===== src/rtl/vram_pkg.sv =====
// Shared types and default sizes for the video RAM arbiter.
package vram_pkg;

    localparam int ADDR_W_DEF    = 16;
    localparam int DATA_W_DEF    = 8;
    localparam int MEM_DEPTH_DEF = 40000;

    typedef enum logic [1:0] {
        SLOT_NONE,
        SLOT_DISP,
        SLOT_HOST_RD,
        SLOT_HOST_WR
    } slot_t;

    // One issued RAM slot as it travels toward its response cycle.
    typedef struct packed {
        slot_t slot;
        logic  oor;
        logic  miss;
    } slot_info_t;

endpackage


===== src/rtl/vram_arbiter_if.sv =====
// Host-side valid/ready port of the video RAM arbiter.
interface vram_arbiter_if
    import vram_pkg::*;
#(
    parameter int ADDR_W = ADDR_W_DEF,
    parameter int DATA_W = DATA_W_DEF
);

    logic              host_valid;
    logic              host_we;
    logic [ADDR_W-1:0] host_addr;
    logic [DATA_W-1:0] host_wdata;
    logic              host_ready;
    logic              host_rvalid;
    logic [DATA_W-1:0] host_rdata;

    modport master (
        output host_valid,
        output host_we,
        output host_addr,
        output host_wdata,
        input  host_ready,
        input  host_rvalid,
        input  host_rdata
    );

    modport slave (
        input  host_valid,
        input  host_we,
        input  host_addr,
        input  host_wdata,
        output host_ready,
        output host_rvalid,
        output host_rdata
    );

endinterface


===== src/rtl/vram_slot_pipe.sv =====
// Shift pipe carrying each issued slot until its RAM data returns.
module vram_slot_pipe
    import vram_pkg::*;
#(
    parameter int DEPTH = 2
) (
    input  logic       clk,
    input  logic       rst,
    input  slot_info_t in_info,
    output slot_info_t out_info
);

    slot_info_t pipe_q [DEPTH];
    slot_info_t pipe_d [DEPTH];

    always_comb begin
        pipe_d[0] = in_info;
        for (int i = 1; i < DEPTH; i++) begin
            pipe_d[i] = pipe_q[i-1];
        end
    end

    always_ff @(posedge clk) begin
        for (int i = 0; i < DEPTH; i++) begin
            if (rst) pipe_q[i] <= '0;
            else     pipe_q[i] <= pipe_d[i];
        end
    end

    assign out_info = pipe_q[DEPTH-1];

endmodule


===== src/rtl/vram_arbiter.sv =====
// Shares single-port video RAM between the display fetch path
// (priority, read-only) and a host valid/ready port.
module vram_arbiter
    import vram_pkg::*;
#(
    parameter int ADDR_W       = ADDR_W_DEF,
    parameter int DATA_W       = DATA_W_DEF,
    parameter int MEM_DEPTH    = MEM_DEPTH_DEF,
    parameter int ADDR_OFFSET  = 2,
    parameter int RAM_LAT      = 1,
    parameter int STARVE_LIMIT = 64
) (
    input  logic              clk,
    input  logic              rst,
    input  logic              disp_req,
    input  logic [ADDR_W-1:0] disp_addr,
    output logic              disp_valid,
    output logic [DATA_W-1:0] disp_data,
    output logic              disp_miss,
    vram_arbiter_if.slave     hif,
    output logic [ADDR_W-1:0] ram_address,
    output logic [DATA_W-1:0] ram_data,
    output logic              ram_wren,
    input  logic [DATA_W-1:0] ram_q
);

    localparam int WAIT_W = $clog2(STARVE_LIMIT + 1);
    localparam int PIPE_D = 1 + RAM_LAT;
    localparam logic [ADDR_W:0] DEPTH_L = (ADDR_W+1)'(MEM_DEPTH);
    localparam logic [WAIT_W-1:0] LIMIT_L = WAIT_W'(STARVE_LIMIT);

    logic [WAIT_W-1:0] wait_cnt_q, wait_cnt_d;
    logic [ADDR_W-1:0] ram_address_q, ram_address_d;
    logic [DATA_W-1:0] ram_data_q, ram_data_d;
    logic              ram_wren_q, ram_wren_d;
    logic [DATA_W-1:0] disp_data_q, disp_data_d;
    logic [DATA_W-1:0] host_rdata_q, host_rdata_d;

    logic              force_slot;
    logic              grant_host;
    logic              grant_disp;
    logic [ADDR_W-1:0] disp_eff;
    logic              disp_oor;
    logic              host_oor;
    logic              disp_hit;
    logic              host_hit;
    logic [DATA_W-1:0] rd_value;
    slot_info_t        slot_in;
    slot_info_t        slot_out;

    // Offset wraps modulo the address space; no carry out.
    assign disp_eff = disp_addr + ADDR_W'(ADDR_OFFSET);
    assign disp_oor = {1'b0, disp_eff} >= DEPTH_L;
    assign host_oor = {1'b0, hif.host_addr} >= DEPTH_L;
    assign force_slot = wait_cnt_q >= LIMIT_L;

    always_comb begin
        grant_host = !rst && hif.host_valid
                     && (!disp_req || force_slot);
        grant_disp = !rst && disp_req && !grant_host;

        slot_in = '0;
        slot_in.miss = grant_host && disp_req;
        unique case (1'b1)
            grant_host && hif.host_we: begin
                slot_in.slot = SLOT_HOST_WR;
                slot_in.oor  = host_oor;
            end
            grant_host && !hif.host_we: begin
                slot_in.slot = SLOT_HOST_RD;
                slot_in.oor  = host_oor;
            end
            grant_disp: begin
                slot_in.slot = SLOT_DISP;
                slot_in.oor  = disp_oor;
            end
            default: ;
        endcase
    end

    always_comb begin
        ram_address_d = ram_address_q;
        ram_data_d    = ram_data_q;
        ram_wren_d    = 1'b0;
        if (grant_host) begin
            ram_address_d = hif.host_addr;
            ram_data_d    = hif.host_wdata;
            ram_wren_d    = hif.host_we && !host_oor;
        end else if (grant_disp) begin
            ram_address_d = disp_eff;
        end
    end

    always_comb begin
        wait_cnt_d = '0;
        if (hif.host_valid && !grant_host) begin
            wait_cnt_d = force_slot ? wait_cnt_q
                                    : wait_cnt_q + 1'b1;
        end
    end

    vram_slot_pipe #(
        .DEPTH (PIPE_D)
    ) u_slot_pipe (
        .clk      (clk),
        .rst      (rst),
        .in_info  (slot_in),
        .out_info (slot_out)
    );

    // Response side: data is live in the pulse cycle, then held.
    always_comb begin
        disp_hit     = !rst && slot_out.slot == SLOT_DISP;
        host_hit     = !rst && slot_out.slot == SLOT_HOST_RD;
        rd_value     = slot_out.oor ? '0 : ram_q;
        disp_data_d  = disp_hit ? rd_value : disp_data_q;
        host_rdata_d = host_hit ? rd_value : host_rdata_q;
    end

    always_ff @(posedge clk) begin
        if (rst) begin
            wait_cnt_q    <= '0;
            ram_address_q <= '0;
            ram_data_q    <= '0;
            ram_wren_q    <= 1'b0;
            disp_data_q   <= '0;
            host_rdata_q  <= '0;
        end else begin
            wait_cnt_q    <= wait_cnt_d;
            ram_address_q <= ram_address_d;
            ram_data_q    <= ram_data_d;
            ram_wren_q    <= ram_wren_d;
            disp_data_q   <= disp_data_d;
            host_rdata_q  <= host_rdata_d;
        end
    end

    assign hif.host_ready  = grant_host;
    assign hif.host_rvalid = host_hit;
    assign hif.host_rdata  = host_rdata_d;
    assign disp_valid      = disp_hit;
    assign disp_miss       = !rst && slot_out.miss;
    assign disp_data       = disp_data_d;
    assign ram_address     = ram_address_q;
    assign ram_data        = ram_data_q;
    assign ram_wren        = ram_wren_q;

endmodule

===== src/flat_wrapper.sv =====
// flat-port wrapper written by rule: the top's interface ports become plain ports
module vram_arbiter_flat import vram_pkg::*;
#(
    parameter int ADDR_W       = ADDR_W_DEF,
    parameter int DATA_W       = DATA_W_DEF,
    parameter int MEM_DEPTH    = MEM_DEPTH_DEF,
    parameter int ADDR_OFFSET  = 2,
    parameter int RAM_LAT      = 1,
    parameter int STARVE_LIMIT = 64
)
  (clk, rst, disp_req, disp_addr, disp_valid, disp_data, disp_miss, ram_address, ram_data, ram_wren, ram_q, hif_host_valid, hif_host_we, hif_host_addr, hif_host_wdata, hif_host_ready, hif_host_rvalid, hif_host_rdata);
  vram_arbiter_if #(.ADDR_W(ADDR_W), .DATA_W(DATA_W)) hif_i ();
  input  logic clk;
  input  logic rst;
  input  logic disp_req;
  input  logic [ADDR_W-1:0] disp_addr;
  output logic disp_valid;
  output logic [DATA_W-1:0] disp_data;
  output logic disp_miss;
  output logic [ADDR_W-1:0] ram_address;
  output logic [DATA_W-1:0] ram_data;
  output logic ram_wren;
  input  logic [DATA_W-1:0] ram_q;
  input wire logic [$bits(hif_i.host_valid)-1:0] hif_host_valid;
  input wire logic [$bits(hif_i.host_we)-1:0] hif_host_we;
  input wire logic [$bits(hif_i.host_addr)-1:0] hif_host_addr;
  input wire logic [$bits(hif_i.host_wdata)-1:0] hif_host_wdata;
  output wire logic [$bits(hif_i.host_ready)-1:0] hif_host_ready;
  output wire logic [$bits(hif_i.host_rvalid)-1:0] hif_host_rvalid;
  output wire logic [$bits(hif_i.host_rdata)-1:0] hif_host_rdata;
  assign hif_i.host_valid = hif_host_valid;
  assign hif_i.host_we = hif_host_we;
  assign hif_i.host_addr = hif_host_addr;
  assign hif_i.host_wdata = hif_host_wdata;
  assign hif_host_ready = hif_i.host_ready;
  assign hif_host_rvalid = hif_i.host_rvalid;
  assign hif_host_rdata = hif_i.host_rdata;
  vram_arbiter #(.ADDR_W(ADDR_W), .DATA_W(DATA_W), .MEM_DEPTH(MEM_DEPTH), .ADDR_OFFSET(ADDR_OFFSET), .RAM_LAT(RAM_LAT), .STARVE_LIMIT(STARVE_LIMIT)) u_core (.clk(clk), .rst(rst), .disp_req(disp_req), .disp_addr(disp_addr), .disp_valid(disp_valid), .disp_data(disp_data), .disp_miss(disp_miss), .hif(hif_i), .ram_address(ram_address), .ram_data(ram_data), .ram_wren(ram_wren), .ram_q(ram_q));
endmodule

===== config.mk =====
export PLATFORM = sky130hd
export DESIGN_NAME = vram_arbiter_flat
export DESIGN_NICKNAME = d
export VERILOG_FILES = /design/src/rtl/vram_pkg.sv /design/src/rtl/vram_arbiter_if.sv /design/src/rtl/vram_slot_pipe.sv /design/src/rtl/vram_arbiter.sv /design/src/flat_wrapper.sv
export SDC_FILE = /design/constraint.sdc
export NUM_CORES = 1
export LEC_CHECK = 0
export BUFFER_PORTS_ARGS = -buffer_cell sky130_fd_sc_hd__buf_2
export CAP_MARGIN = 20
export CORE_ASPECT_RATIO = 1.1
export CORE_MARGIN = 1
export CORE_UTILIZATION = 49
export DETAILED_ROUTE_END_ITERATION = 7
export PLACE_DENSITY = 0.88
export REMOVE_ABC_BUFFERS = 1
export SLEW_MARGIN = 10
export SYNTH_ARGS = -nofsm -noshare
export SYNTH_HDL_FRONTEND = slang
export SYNTH_SLANG_ARGS = --single-unit

===== constraint.sdc =====
create_clock -name clk -period 2.1 [get_ports clk]
set_input_delay 0.21 -clock clk [delete_from_list [all_inputs] [get_ports clk]]
set_output_delay 0.21 -clock clk [all_outputs]
set_load 0.03 [all_outputs]

==> flow_metrics.env <==
export IMPL_status="complete, but fails checks"
export IMPL_violations="design-rule violations"
export IMPL_synthCells=294
export IMPL_start_kind="flip-flop"
export IMPL_clkSinkCount=56
export IMPL_critPathMaxFanout=17
export IMPL_synth_area_per_cell_sq_um=8.69
export IMPL_fillers=426
export IMPL_startpoint="u_core.u_slot_pipe.pipe_q[1][3]"
export IMPL_dpl_instance_area_sq_um=3050
export IMPL_clock_path_buffers=2
export IMPL_ys_ff_latch=56
export IMPL_placed_cells=435
export IMPL_drive_gt1_share_pct=30.4
export IMPL_rsz0062_at_grt="no"
export IMPL_min_delay_start="hif_host_wdata[7]"
export IMPL_reg2reg_from="u_core.wait_cnt_q[6]"
export IMPL_maxCapViolCount=0
export IMPL_syn_area_sq_um=2550
export IMPL_gp_congestion=0.896
export IMPL_whs_ns=0.0911
export IMPL_ys_seq_area_share_pct=43.9
export IMPL_path_delay_family="simple AND/OR/NAND/NOR gates"
export IMPL_nets=440
export IMPL_slew_viol_final=0
export IMPL_drc_errors=14
export IMPL_drtAntennaViolNets=0
export IMPL_critPathBufInv=1
export IMPL_crit_path_top_delay_cell="or3b_1"
export IMPL_grt_max_degree=32
export IMPL_area_delta_synth_final_pct=24.9
export IMPL_diodes=0
export IMPL_grt_usage_pct=21.1
export IMPL_multi_input_area_sq_um=1310
export IMPL_io_pins=98
export IMPL_finish_utilization_pct=63.8
export IMPL_synth_edff_count=0
export IMPL_grt_pass1_wl_mm=9.34
export IMPL_power_leakage_nw=1.45
export IMPL_cp_arrival_ns=1.71
export IMPL_crit_type="reg -> out"
export IMPL_fin_setup_tns_ns=0
export IMPL_setup_ws_ns=0.179
export IMPL_ys_types=45
export IMPL_grt_pass1_vias=2194
export IMPL_wirelength_mm=5.86
export IMPL_seqCellArea_sq_um=1120
export IMPL_dr_pass1_iters=8
export IMPL_die_y_um=77.7
export IMPL_synth_top_area_share_pct=43.9
export IMPL_clkLatencyLatePin_ns=0.31
export IMPL_skew_ns=0.0151
export IMPL_design_core_area_sq_um=5000
export IMPL_worstSetupEndpointType="primary output"
export IMPL_cpPeakStageDelay_ns=0.59
export IMPL_first_iter_violations=138
export IMPL_port_buffer_count=97
export IMPL_num_vias=2427
export IMPL_tritoncts="yes"
export IMPL_max_freq_mhz=520
export IMPL_htreeDepth=2
export IMPL_fin_crit_ns=1.92
export IMPL_clk_pin_slew_ns=0.11
export IMPL_synth_area_top_cells="dfxtp_1, nor2b_1, a222oi_1, nand2_1, xnor2_1"
export IMPL_ctsResizeCount=0
export IMPL_cts_made_buffers=5
export IMPL_overflow=0
export IMPL_hold_viol_final=0
export IMPL_vias_per_cell=5.48
export IMPL_crit_required_ns=1.89
export IMPL_fin_crit_sh_pct=91.5
export IMPL_stdcell_count=443
export IMPL_rows=27
export IMPL_irDropWorstVdd_mv=0.451
export IMPL_wl_per_cell_um=13.2
export IMPL_relSlewSlack_pct=64.8
export IMPL_yosys_warnings=0
export IMPL_synth_ff_type="dfxtp_1"
export IMPL_start_util_pct=51.1
export IMPL_finalSetupViolations=0
export IMPL_synth_top_area_cell="dfxtp_1"
export IMPL_min_path_type="in -> reg"
export IMPL_antenna_found_initial=0
export IMPL_total_power_mw=2.31
export IMPL_path_cells="or3b_1 > o21ai_1 > buf_2"
export IMPL_tightestPinTransition_ns=0.528
export IMPL_die_area_sq_um=5510
export IMPL_post_cts_buffers=0
export IMPL_dieWidth_um=70.9
export IMPL_cts_root_buf="clkbuf_8"
export IMPL_powerDensity_nw_per_um2=723
export IMPL_fin_area_sq_um=3190
export IMPL_synthArstFlopShare_pct=0
export IMPL_dp_slack_ns=0.345
export IMPL_dpl_hpwl_mm=4.34
export IMPL_hold_buffers=0
[worst paths after layout]
check,end,slack (ns),cells after the start
worst min register to register,u_core.u_slot_pipe.pipe_q[1][0],0.44,1
worst min-delay path,u_core.ram_data[7],0.09,3
worst max register to register,u_core.ram_address[0],0.64,5
worst max-delay path,hif_host_rdata[5],0.18,3
[synth_stat cells, types with 2 or more instances]
| master | instances |
|---|---|
| and2_1 | 2 |
| and3_1 | 4 |
| nand3b_1 | 2 |
| nor2b_1 | 26 |
| and4_1 | 3 |
| nor3b_1 | 2 |
| ha_1 | 3 |
| a211oi_1 | 3 |
| nand2b_1 | 16 |
| xor2_1 | 3 |
| clkbuf_1 | 8 |
| buf_4 | 2 |
| buf_2 | 7 |
| a21oi_1 | 2 |
| nor4_1 | 2 |
| nor2_1 | 27 |
| xnor2_1 | 13 |
| o21ai_1 | 7 |
| o21ai_0 | 17 |
| inv_1 | 6 |
| nand2_1 | 31 |
| dfxtp_1 | 56 |
| mux2i_1 | 3 |
| o21ai_2 | 2 |
| nor3_1 | 4 |
| nand3_1 | 8 |
| buf_6 | 2 |
| nand4_1 | 5 |
| a222oi_1 | 12 |
[per-layer routing]
| layer | up-vias | track usage, % | wire, um |
|---|---|---|---|
| met2 | 109 | 37.5 | 2970 |
| met3 | 10 | 4.81 | 429 |
| met5 | - | 0 | 0 |
| met1 | 1110 | 24.7 | 2390 |
| met4 | 0 | 7.40 | 78 |
| li1 | 1198 | - | - |
[layout make-up]
cell class              count  share of cell area (%)
multi-input cells         213                    41.2
flip-flops and latches     56                    35.1
repair buffers            102                    16.4
well taps                  58                    2.27
clock buffers               5                    2.16
clock inverters             3                    2.16
inverters                   6                   0.706
[worst reg2reg max path, delay by kind of cell (launching register included)]
| family | cells | cell delay (ns) |
|---|---|---|
| DFF | 1 | 0.39 |
| AOI/OAI and AO/OA | 1 | 0.09 |
| muxes | 1 | 0.25 |
| buffers and inverters | 1 | 0.34 |
| and+or+nand+nor | 2 | 0.28 |
[where the power goes]
part | switching [mW] | internal (mW)
Clock | 0.346 | 0.480
Sequential | 0.0195 | 1.10
Combinational | 0.223 | 0.135
[placed cells by master (no fill, tap or decap), types with 2 or more instances in the layout]
master | synthesis | layout
buf_2 | 7 | 97
o21ai_1 | 7 | 7
o21ai_0 | 17 | 17
nand2_1 | 31 | 31
a21oi_1 | 2 | 2
inv_1 | 6 | 6
buf_4 | 2 | 5
nor2_1 | 27 | 27
o21ai_2 | 2 | 2
nand3_1 | 8 | 8
dfxtp_1 | 56 | 56
xnor2_1 | 13 | 13
mux2i_1 | 3 | 3
a211oi_1 | 3 | 3
and4_1 | 3 | 3
nand3b_1 | 2 | 2
nor3_1 | 4 | 4
nand4_1 | 5 | 5
ha_1 | 3 | 3
and2_1 | 2 | 2
clkbuf_8 | 0 | 5
nor4_1 | 2 | 2
bufinv_16 | 0 | 2
nand2b_1 | 16 | 16
nor2b_1 | 26 | 26
and3_1 | 4 | 4
a222oi_1 | 12 | 12
xor2_1 | 3 | 3
[logic make-up (layout without fill, tap and decap cells)]
family | after synthesis | count (layout) | share of synthesized area, %
adders and majority gates | 3 | 3 | 1.47
DFF | 56 | 56 | 43.9
xor gates and xnor gates | 16 | 16 | 5.49
AOI/OAI and AO/OA | 54 | 54 | 14.8
buffers and inverters | 25 | 116 | 4.90
and+or+nand+nor | 137 | 137 | 28.3
muxes | 3 | 3 | 1.18
[state kept, by name (all words and copies together), names as in the netlist]
register,flops
u_core.wait_cnt_q,7
u_core.ram_wren,1
u_core.host_rdata_q,8
u_core.disp_data_q,8
u_core.ram_address,16
u_core.u_slot_pipe.pipe_q,8
u_core.ram_data,8
Note: power is estimated with default switching activity, not from simulation.
